`src/rtl/data_mem_arbiter.sv`:
```
// Two-port req/ack arbiter and access sequencer for the single-port data memory.
// Define DMEM_ARB_RR_EN for round-robin tie-breaking; otherwise port 0 has fixed priority.
module data_mem_arbiter #(
   parameter int DEPTH = 1025
) (
   input  logic        clk,
   input  logic        rst_n,
   input  logic        req0,
   input  logic        req1,
   input  logic        we0,
   input  logic        we1,
   input  logic [31:0] addr0,
   input  logic [31:0] addr1,
   input  logic [31:0] wdata0,
   input  logic [31:0] wdata1,
   output logic        ack0,
   output logic        ack1,
   output logic [31:0] rdata0,
   output logic [31:0] rdata1,
   output logic        err0,
   output logic        err1,
   output logic        mem_write,
   output logic        mem_read,
   output logic [31:0] mem_addr,
   output logic [31:0] mem_wdata,
   input  logic [31:0] mem_rdata
);

   localparam logic [31:0] DEPTH_W = 32'(DEPTH);

   typedef enum logic [1:0] {IDLE, ISSUE, RESP} state_t;

   state_t      state, state_nxt;
   logic        cmd_we, cmd_port;
   logic [31:0] cmd_addr, cmd_wdata;
   logic        any_req, grant, win;
   logic        in_range;
   logic [31:0] rdata_v;

   assign any_req  = req0 | req1;
   assign grant    = ((state == IDLE) || (state == RESP)) && any_req;
   assign in_range = (cmd_addr < DEPTH_W);

`ifdef DMEM_ARB_RR_EN
   logic last_grant;

   // On a tie the port not granted last wins; otherwise whichever port is requesting.
   assign win = (req0 & req1) ? ~last_grant : ~req0;

   always_ff @(posedge clk) begin
      if (!rst_n)
         last_grant <= 1'b1;
      else if (grant)
         last_grant <= win;
   end
`else
   assign win = ~req0;
`endif

   always_ff @(posedge clk) begin
      if (!rst_n)
         state <= IDLE;
      else
         state <= state_nxt;
   end

   always_comb begin
      state_nxt = IDLE;
      case (state)
         IDLE:    state_nxt = any_req ? ISSUE : IDLE;
         ISSUE:   state_nxt = RESP;
         RESP:    state_nxt = any_req ? ISSUE : IDLE;
         default: state_nxt = IDLE;
      endcase
   end

   // Fields are captured only at grant, so later input changes cannot disturb the access.
   always_ff @(posedge clk) begin
      if (!rst_n) begin
         cmd_we    <= 1'b0;
         cmd_port  <= 1'b0;
         cmd_addr  <= '0;
         cmd_wdata <= '0;
      end else if (grant) begin
         cmd_we    <= win ? we1    : we0;
         cmd_port  <= win;
         cmd_addr  <= win ? addr1  : addr0;
         cmd_wdata <= win ? wdata1 : wdata0;
      end
   end

   assign rdata_v = (~cmd_we & in_range) ? mem_rdata : '0;

   always_comb begin
      ack0      = 1'b0;
      ack1      = 1'b0;
      err0      = 1'b0;
      err1      = 1'b0;
      rdata0    = '0;
      rdata1    = '0;
      mem_write = 1'b0;
      mem_read  = 1'b0;
      mem_addr  = '0;
      mem_wdata = '0;
      case (state)
         ISSUE: begin
            mem_write = cmd_we & in_range;
            mem_read  = ~cmd_we & in_range;
            mem_addr  = cmd_addr;
            mem_wdata = cmd_wdata;
         end
         RESP: begin
            ack0   = ~cmd_port;
            ack1   = cmd_port;
            err0   = ~cmd_port & ~in_range;
            err1   = cmd_port & ~in_range;
            rdata0 = cmd_port ? '0 : rdata_v;
            rdata1 = cmd_port ? rdata_v : '0;
         end
         default: ;
      endcase
   end

endmodule

```
`config.mk`:
```
export PLATFORM = sky130hd
export DESIGN_NAME = data_mem_arbiter
export DESIGN_NICKNAME = d
export VERILOG_FILES = /design/src/rtl/data_mem_arbiter.sv
export SDC_FILE = /design/constraint.sdc
export NUM_CORES = 1
export LEC_CHECK = 0
export CAP_MARGIN = 20
export CORE_AREA = 3 3 115 117
export CTS_CLUSTER_DIAMETER = 40
export DETAILED_ROUTE_END_ITERATION = 8
export DIE_AREA = 0 0 118 120
export PLACE_DENSITY = 0.84
export SLEW_MARGIN = 10
export SYNTH_ARGS = -nofsm -noshare
export SYNTH_HDL_FRONTEND = slang
export SYNTH_SLANG_ARGS = --single-unit
```
`constraint.sdc`:
```
create_clock -name clk -period 2.57 [get_ports clk]
set_input_delay 0.514 -clock clk [delete_from_list [all_inputs] [get_ports clk]]
set_output_delay 0.514 -clock clk [all_outputs]
set_load 0.005 [all_outputs]
```
==> results of run 1 <==
sequential cells by signal, indices dropped and copies added (netlist names):
signal and count:
cmd_addr 32, cmd_we 1, state 2, cmd_port 1, cmd_wdata 32
timing repair:
action	in CTS	in global routing
endpoints found under the setup margin	68	69
gates cloned	0	4
setup buffers	0	13
resized for setup	71	136
pin swaps	0	10
power by group:
part	switching, uW	internal, uW
registers	71.6	1160
logic	519	592
clock network	435	645
total	1030	2400
per-stage QoR:
stage | setup WS, ps | std cells
after CTS | -227 | 1024
after detailed placement | 0.424 | 1009
after global routing | -281 | 1041
after floorplan | 703 | 584
after global placement | -12.4 | 1009
final | -121 | 1041
cell usage in the layout, fill, tap and decap left out, types with 3 or more instances in the layout:
cell,n
clkdlybuf4s50_1,231
nor2_1,67
clkbuf_16,11
nor3_1,3
nand2_1,65
nor2b_1,32
clkdlybuf4s15_1,4
dlygate4sd2_1,22
nor4_4,17
dfxtp_2,4
dlymetal6s2s_1,12
clkbuf_2,16
nor4_1,21
nor4_2,34
mux2i_1,65
clkinvlp_4,3
dfxtp_1,64
buf_6,4
buf_2,12
a211oi_1,66
buf_12,11
and2_1,64
buf_4,21
routing by layer:
metal / share of wire / vias to the layer above / global-route usage
met2: 0.51 / 227 / 0.391
li1: - / 2631 / -
met5: 0 / - / 0
met3: 0.097 / 26 / 0.0980
met4: 0.017 / 0 / 0.0542
met1: 0.38 / 2450 / 0.252
critical path, delay by kind of cell, from the launching register on:
kind / cells / cell delay [ps]
flip-flops: 1 / 320
AND/OR/NAND/NOR: 2 / 540
AO/OA/AOI/OAI: 1 / 100
buffers and inverters: 3 / 890
worst max-delay path by stage:
stage | endpoint | slack (ps) | cells past startpoint
after floorplan | rdata0[11] | 700 | 5
after global placement | rdata1[8] | -10 | 6
after detailed placement | rdata1[23] | 0.4 | 5
after CTS | rdata0[26] | -230 | 6
after global routing | rdata0[17] | -280 | 6
final | rdata0[17] | -120 | 6
synthesized netlist by cell type, drive strengths merged:
master	count
nor3b	1
clkbuf	40
inv	3
o21ba	1
a21oi	1
o31a	2
dfxtp	68
nor3	3
nand2b	1
and3b	1
nor4	72
a211oi	66
nand2	66
a31oi	1
and2	64
nand4	1
buf	28
nor2b	33
nor2	67
mux2i	65
cell families after synthesis:
| kind of cell | after synthesis |
|---|---|
| compound gates | 71 |
| buf+inv | 71 |
| flops | 68 |
| mux | 65 |
| simple gates | 309 |
cell type report:
cell class	instances	area (um2)
fillers	1003	3950
clock inverters	4	27.5
flip-flops and latches	68	1370
multi-input cells	445	3300
inverters	3	11.3
repair buffers	338	3370
well taps	172	215
clock buffers	11	233
==> impl_metrics.csv, run 1 <==
group,metric,value,unit
logic_synthesis,synth_top_family_by_area,"simple AND/OR/NAND/NOR gates",
placed_design,port_buffers,299,
worst_hold_path,holdPathEnd,"cmd_wdata[18]",
status,status,"finished, violations left",
cts,htreeDepth,3,
timing,period_share,1.05,
logic_synthesis,synth_area_leaders,"dfxtp_1 (30%), mux2i_1 (14%), a211oi_1 (11%), and2_1 (8.7%), nor4_1 (7.1%)",
placed_design,gp_congestion,0.793,
critical_path,reg2reg_from,"state[0]",
critical_path,path_cells,"nor4_2 -> buf_4 -> a31oi_4 -> buf_8 -> nor4_4 -> clkdlybuf4s50_1",
timing,slew_viol_final,0,
cts,cts.clk_slew.worst_paths,60,ps
cts,cts_sinks,68,
status,violations,"setup timing",
timing,timing.final.crit_period,2690,ps
power,peakVddDrop,326,uV
critical_path,worst_ep_arrival_time,2180,ps
floorplan,dieArea,14200,um2
critical_path,startpoint_type,"flop",
grt,grt_start_max_net_pins,69,
floorplan,core,12500,um2
cts,cts_tree,"done",
timing,final-hold-violation-count,0,
critical_path,ff2ff_setup_slack,990,ps
cts,clock_latency,320,ps
detailed_routing,drc_errors,0,
grt,grt_util_all_layers,0.224,
logic_synthesis,synth_xor_xnor_area_share,0,
floorplan,io_pins,300,
logic_synthesis,synth_nets,750,
run,cap_violations,0,
grt,grt_pass1_vias,4867,
final_layout,drive_above_1_share,0.165,
cts,cts_hold_buf,0,
floorplan,die_h,120,um
timing,rsz0062_at_grt,"yes",
final_layout,n_antenna_cell,0,
logic_synthesis,syn-cell-area,4600,um2
detailed_routing,first_iter_violations,310,
critical_path,slowest_delay,530,ps
placed_design,postPlaceCellArea,7850,um2
critical_path,slowest_stage,"clkdlybuf4s50_1",
critical_path,ff2ff_path_depth,4,
power,total_power,3420,uW
timing,timing.hold.ws,491,ps
power,pwr_density_cell,402,nW/um2
final_layout,final_nets,1031,
critical_path,end_kind,"output pin",
logic_synthesis,synth_simple_gate_area_frac,0.377,
floorplan,initial_utilization,0.369,
logic_synthesis,synth_top_area_frac,0.296,
final_layout,utilization,0.683,
critical_path,cp_max_fo,20,
worst_hold_path,hp-start,"cmd_wdata[18]",
detailed_routing,ant_nets,0,
detailed_routing,dr.pass1.iters,4,
placed_design,dp_hpwl,12.5,mm
worst_hold_path,hold_path_class,"reg2reg",
detailed_routing,num_vias,5334,
timing,worst_pin_slew,482,ps
logic_synthesis,ys_seq_area_frac,0.296,
cts,cts_buffers,9,
logic_synthesis,synth_area_leader_cell,"dfxtp_1",
timing,relSlewSlack,0.679,
floorplan,rows,41,
timing,finalSetupTns,-1160,ps
logic_synthesis,synth-seq-cells,68,
critical_path,cp-startpoint,"cmd_addr[3]",
cts,max-clock-path-buffers,2,
logic_synthesis,syn_inst,584,
grt,antenna_found_initial,0,
logic_synthesis,ys_warn_count,0,
logic_synthesis,yosysUniqueCellTypes,23,
floorplan,die_x,118,um
logic_synthesis,syn_area_per_cell,7.87,um2
timing,setup_viol,27,
logic_synthesis,synthAdderAreaFrac,0,
detailed_routing,wl_per_cell,17.4,um
grt,grt_pass1_wl,25.7,mm
detailed_routing,wl,18.1,mm
detailed_routing,drt-vias-per-instance,5.12,
critical_path,critPathKind,"reg2out",
timing,fmax,372,MHz
final_layout,areaGrowthSynthToFinish,85.3,%
grt,gr-total-overflow,0,
power,p_leak,0.00345,uW
timing,finalClockSkew,6.64,ps
logic_synthesis,synth-compound-area-share,0.116,
final_layout,final_area,8510,um2
worst_hold_path,hold_depth,2,
critical_path,cp.required,2060,ps
cts,cts_root_buf,"clkbuf_16",
logic_synthesis,muxShareOfSynthArea,0.142,
timing,fin_ws,-121,ps
critical_path,r2r_end,"cmd_wdata[21]",
Power figures use the tool's default switching activity.
==> run 2, diff against run 1 <==
==> constraint.sdc (replaced) <==
create_clock -name clk -period 3.2 [get_ports clk]
set_input_delay 0.64 -clock clk [delete_from_list [all_inputs] [get_ports clk]]
set_output_delay 0.64 -clock clk [all_outputs]
set_load 0.005 [all_outputs]
==> run 2 against run 1 <==
  * The flow now finishes without violations
  * Clock-buffer cell count up 2
  * Die area unchanged
  * Via count down 2.1%
  * Largest power group is now clock
==> impl_metrics.csv, run 2 (synthesized netlist as in run 1, its figures left out) <==
group,metric,value,unit
status,status,"finished clean",
floorplan,initial_utilization,0.369,
power,pwr_density_cell,342,nW/um2
final_layout,areaGrowthSynthToFinish,79.1,%
cts,cts_buffers,9,
detailed_routing,drc_errors,0,
critical_path,ff2ff_setup_slack,1460,ps
critical_path,critPathKind,"reg2out",
final_layout,fill_cells,1043,
final_layout,final_nets,1020,
detailed_routing,ant_nets,0,
critical_path,cp-startpoint,"cmd_addr[18]",
timing,worst_pin_slew,556,ps
timing,period_share,0.976,
final_layout,multi_input_area,3040,um2
placed_design,gp_congestion,0.793,
cts,clock_latency,330,ps
cts,cts_hold_buf,0,
grt,grt_pass1_vias,5052,
run,cap_violations,0,
grt,grt_start_max_net_pins,68,
power,peakVddDrop,256,uV
critical_path,end_kind,"output pin",
timing,finalSetupTns,0,ps
final_layout,final_common_cell,"clkdlybuf4s50_1",
critical_path,worst_ep_arrival_time,2480,ps
final_layout,drive_above_1_share,0.0957,
final_layout,regArea,1360,um2
grt,gr-total-overflow,0,
timing,setup_viol,0,
worst_hold_path,hold_path_class,"reg2reg",
floorplan,rows,41,
floorplan,core,12500,um2
detailed_routing,first_iter_violations,310,
timing,finalClockSkew,4.89,ps
cts,htreeDepth,3,
floorplan,io_pins,300,
placed_design,port_buffers,299,
power,p_leak,0.00301,uW
detailed_routing,drt-vias-per-instance,5.07,
timing,slew_viol_final,0,
timing,timing.final.crit_period,3120,ps
critical_path,startpoint_type,"flop",
cts,cts.clk_slew.worst_paths,50,ps
final_layout,final_cell_mix,"clkdlybuf4s50_1 (295), dfxtp_1 (68), nor2_1 (67)",
critical_path,r2r_end,"cmd_addr[21]",
floorplan,dieArea,14200,um2
floorplan,die_h,120,um
grt,grt_util_all_layers,0.231,
grt,antenna_found_initial,0,
grt,grt_pass1_wl,26.2,mm
detailed_routing,wl_per_cell,16.9,um
final_layout,top_regs,"cmd_addr: 32 flops, cmd_wdata: 32 flops, state: 2 flops",
detailed_routing,wl,17.4,mm
critical_path,crit_path_end,"rdata1[16]",
timing,fmax,320,MHz
detailed_routing,dr.pass1.iters,4,
final_layout,final_area,8230,um2
final_layout,n_antenna_cell,0,
timing,rsz0062_at_grt,"yes",
timing,final-hold-violation-count,0,
placed_design,postPlaceCellArea,7750,um2
cts,cts_sinks,68,
timing,relSlewSlack,0.629,
critical_path,reg2reg_from,"state[0]",
power,total_power,2820,uW
critical_path,cp.required,2560,ps
floorplan,die_x,118,um
cts,max-clock-path-buffers,2,
detailed_routing,num_vias,5220,
cts,cts_root_buf,"clkbuf_16",
placed_design,dp_hpwl,12.8,mm
critical_path,cp_max_fo,18,
critical_path,ff2ff_path_depth,4,
cts,cts_tree,"done",
run 2: cell count changes in the layout (fill, tap and decap cells not counted), moves of 7 or more:
cell / before / now
nor4_4: 17 / 1
nor4_1: 21 / 39
buf_2: 12 / 0
clkbuf_2: 16 / 0
clkdlybuf4s50_1: 231 / 295
buf_12: 11 / 4
dlygate4sd2_1: 22 / 0
dlymetal6s2s_1: 12 / 3
run 2: area by class of cell:
class,instances,area share
Timing Repair Buffer,327,0.400
Clock inverter,1,0.00365
Tap cell,172,0.0261
Inverter,3,0.00137
Sequential cell,68,0.165
Multi-Input combinational cell,445,0.370
Clock buffer,13,0.0340
run 2: worst min-delay path by stage:
stage / cells past startpoint / to / startpoint / slack, ps
global route: 2 / cmd_wdata[21] / cmd_wdata[21] / 510
floorplan: 1 / state[1] / state[1] / 450
global placement: 2 / cmd_wdata[4] / cmd_wdata[4] / 480
finish: 2 / cmd_wdata[20] / cmd_wdata[20] / 490
CTS: 2 / cmd_wdata[10] / cmd_wdata[10] / 490
detailed placement: 2 / cmd_wdata[10] / cmd_wdata[10] / 490
run 2: what timing repair did:
action	CTS	global route
setup buffers	0	5
gates cloned	0	2
gates resized for setup	5	15
pin swaps	1	4
endpoints found under the setup margin	13	60
run 2: worst max-delay path, cell delays in order, from the launching register on:
cell and delay (ps):
dfxtp_1 320, nor4_2 310, nand4_1 220, clkbuf_16 240, buf_4 210, nor4_1 280, clkdlybuf4s50_1 560
run 2: layer usage:
metal | part of all wire | routed length [um] | global-route usage | vias to the layer above
li1 | - | - | - | 2614
met2 | 0.51 | 8820 | 0.414 | 227
met4 | 0.021 | 371 | 0.0872 | 0
met5 | 0 | 0 | 0 | -
met1 | 0.38 | 6600 | 0.253 | 2352
met3 | 0.093 | 1610 | 0.0801 | 27
run 2: report_power, final:
group          internal, uW  switching (uW)  leakage [uW]
Sequential              932            57.1      0.000566
Combinational           427             371       0.00229
Clock                   679             349      0.000154
Total                  2040             778       0.00301
run 2: stage by stage:
step / std cells / hold WS (ps) / util / setup slack (ps)
5_1_grt: 1029 / 513 / 0.660 / -68.2
2_1_floorplan: 584 / 453 / - / 1210
3_5_place_dp: 1008 / 487 / 0.622 / 243
3_3_place_gp: 1008 / 483 / 0.622 / 340
6_report: 1029 / 492 / 0.660 / 75.8
4_1_cts: 1022 / 494 / 0.649 / 9.68
==> run 3, diff against run 2 <==
--- a/config.mk
+++ b/config.mk
@@ -10,7 +10,7 @@
 export CTS_CLUSTER_DIAMETER = 40
 export DETAILED_ROUTE_END_ITERATION = 8
 export DIE_AREA = 0 0 118 120
-export PLACE_DENSITY = 0.84
+export PLACE_DENSITY = 0.82
 export SLEW_MARGIN = 10
 export SYNTH_ARGS = -nofsm -noshare
 export SYNTH_HDL_FRONTEND = slang
==> run 3 against run 2 <==
  * Design area decreased by 2.0%
  * Core utilization fell by 1.3 points
  * Clock skew about the same
  * First-iteration DRC count fell by 10%
  * Critical path type unchanged
  * Wire length fell by 4.3%
  * Largest power group unchanged
  * Sequential share of layout area is 0.34 points higher
  * Final cell count shrank 1.2%
  * Sequential power up 0.4%
==> impl_metrics.csv, run 3 (synthesized netlist as in run 1, its figures left out) <==
group,metric,value,unit
detailed_routing,first_iter_violations,278,
power,combPwrFrac,0.275,
worst_hold_path,hold_path_class,"reg2reg",
grt,antenna_found_initial,1,
critical_path,cp_num_buf_inv,2,
cts,cts_tree,"done",
critical_path,r2r_end,"cmd_wdata[5]",
cts,cts_buffers,9,
critical_path,end_kind,"output pin",
status,status,"finished clean",
critical_path,slowest_delay,580,ps
critical_path,ff2ff_path_depth,4,
placed_design,dp_hpwl,12.4,mm
power,seqPwrFrac,0.357,
floorplan,io_pins,300,
cts,cts_root_buf,"clkbuf_16",
power,p_leak,0.00288,uW
cts,max-clock-path-buffers,2,
detailed_routing,ant_nets,0,
power,p_int,1990,uW
timing,fin_ws,128,ps
cts,cts_sinks,68,
critical_path,ff2ff_setup_slack,1590,ps
timing,setup_viol,0,
floorplan,die_h,120,um
detailed_routing,wl_per_cell,16.4,um
timing,finalClockSkew,4.96,ps
grt,grt_pass1_wl,25.9,mm
power,pwr_density_cell,345,nW/um2
floorplan,core,12500,um2
floorplan,initial_utilization,0.369,
timing,rsz0062_at_grt,"no",
timing,final-hold-violation-count,0,
final_layout,drive_above_1_share,0.0711,
critical_path,worst_ep_arrival_time,2430,ps
grt,gr-total-overflow,0,
cts,htreeDepth,3,
final_layout,areaGrowthSynthToFinish,75.5,%
timing,fmax,326,MHz
floorplan,die_x,118,um
worst_hold_path,hp-start,"cmd_wdata[1]",
timing,slew_viol_final,0,
detailed_routing,drt-vias-per-instance,5.17,
power,peakVddDrop,235,uV
grt,grt_start_max_net_pins,69,
placed_design,gp_congestion,0.832,
cts,cts.clk_slew.worst_paths,60,ps
placed_design,port_buffers,299,
power,p_clk_frac,0.368,
final_layout,final_cell_mix,"clkdlybuf4s50_1 (298), dfxtp_1 (68), nor2_1 (67)",
timing,worst_pin_slew,727,ps
timing,timing.final.crit_period,3070,ps
run,cap_violations,0,
cts,clock_latency,340,ps
worst_hold_path,holdPathEnd,"cmd_wdata[1]",
critical_path,cp.required,2560,ps
critical_path,cp-startpoint,"cmd_addr[20]",
timing,relSlewSlack,0.515,
final_layout,final_nets,1005,
detailed_routing,wl,16.7,mm
critical_path,crit_top_cell,"nor4_1",
critical_path,slowest_stage,"clkdlybuf4s50_1",
floorplan,dieArea,14200,um2
power,p_sw,792,uW
grt,grt_util_all_layers,0.224,
final_layout,fill_cells,1031,
power,p_sw_frac,0.285,
critical_path,crit_family,"simple AND/OR/NAND/NOR gates",
critical_path,cp_max_fo,68,
timing,period_share,0.960,
critical_path,reg2reg_from,"state[0]",
critical_path,critPathKind,"reg2out",
worst_hold_path,hold_depth,2,
floorplan,rows,41,
detailed_routing,drc_errors,0,
timing,finalSetupTns,0,ps
detailed_routing,dr.pass1.iters,5,
placed_design,pre_cts_ws,229,ps
final_layout,top_regs,"cmd_addr: 32 flops, cmd_wdata: 32 flops, state: 2 flops",
final_layout,final_common_cell,"clkdlybuf4s50_1",
detailed_routing,num_vias,5253,
grt,grt_pass1_vias,5125,
critical_path,path_cells,"nor4_1 -> nand4_1 -> buf_12 -> nor4_1 -> clkdlybuf4s50_1",
critical_path,startpoint_type,"flop",
run 3: cell count changes in the layout (fill, tap and decap cells not counted), sizes merged:
| cell | change |
|---|---|
| buf | -14 |
| clkbuf | -3 |
| clkdlybuf4s50 | +3 |
| clkinv | +1 |
| clkinvlp | +2 |
| diode | +1 |
| dlymetal6s2s | -3 |
| inv | +1 |
run 3: worst max path at each step:
stage                  to  depth (start not counted)  slack, ps
6_report       rdata1[28]                          5        130
5_1_grt        rdata1[31]                          5         50
4_1_cts         rdata1[0]                          5         60
3_5_place_dp    rdata1[1]                          5        230
3_3_place_gp    rdata1[1]                          5        250
2_1_floorplan  rdata0[11]                          5       1210
run 3: cell type report:
type / count / area, um2 / share of cell area
clock inverter: 5 / 58.8 / 0.00729
antenna: 1 / 2.50 / 0.000310
inverter: 3 / 11.3 / 0.00140
clock buffer: 11 / 253 / 0.0313
tap: 172 / 215 / 0.0267
multi-input combinational: 445 / 2990 / 0.370
sequential: 68 / 1360 / 0.169
timing repair buffer: 312 / 3180 / 0.394
run 3: stage by stage:
step | utilization | power (uW) | hold slack (ps) | instance area (um2) | cells
CTS | 0.645 | 2800 | 494 | 8050 | 1016
finish | 0.647 | 2780 | 492 | 8060 | 1017
detailed placement | 0.619 | 1760 | 487 | 7720 | 1000
floorplan | - | 1380 | 453 | 4600 | 584
global placement | 0.619 | 1740 | 483 | 7720 | 1000
global route | 0.647 | 2910 | 508 | 8060 | 1017
run 3: metal layers:
layer	up-vias	wire length, um	global-route usage
met3	19	1460	0.0726
li1	2586	-	-
met4	0	327	0.0762
met5	-	0	0
met1	2417	6500	0.257
met2	231	8370	0.393
run 3: power by group through the flow:
stage               combinational (uW)  clock (uW)  sequential [uW]
floorplan                          397           0              984
global placement                   740           0             1000
detailed placement                 758           0             1010
CTS                                766        1040              991
global route                       833        1070             1000
finish                             765        1020              993
run 3: repair_timing:
| item | CTS | global route |
|---|---|---|
| gates resized for setup | 3 | 2 |
| hold buffers | 0 | 0 |
| endpoints found under the hold margin | 0 | 0 |
| endpoints found under the setup margin | 2 | 4 |
| setup buffers | 0 | 0 |
| pin swaps | 0 | 0 |
run 3: worst register-to-register path: cells and delay by family (launching register included):
family                 cells  cell delay (ps)
DFF                        1              360
buffers and inverters      1              300
and+or+nand+nor            1               80
AOI/OAI and AO/OA          2              770
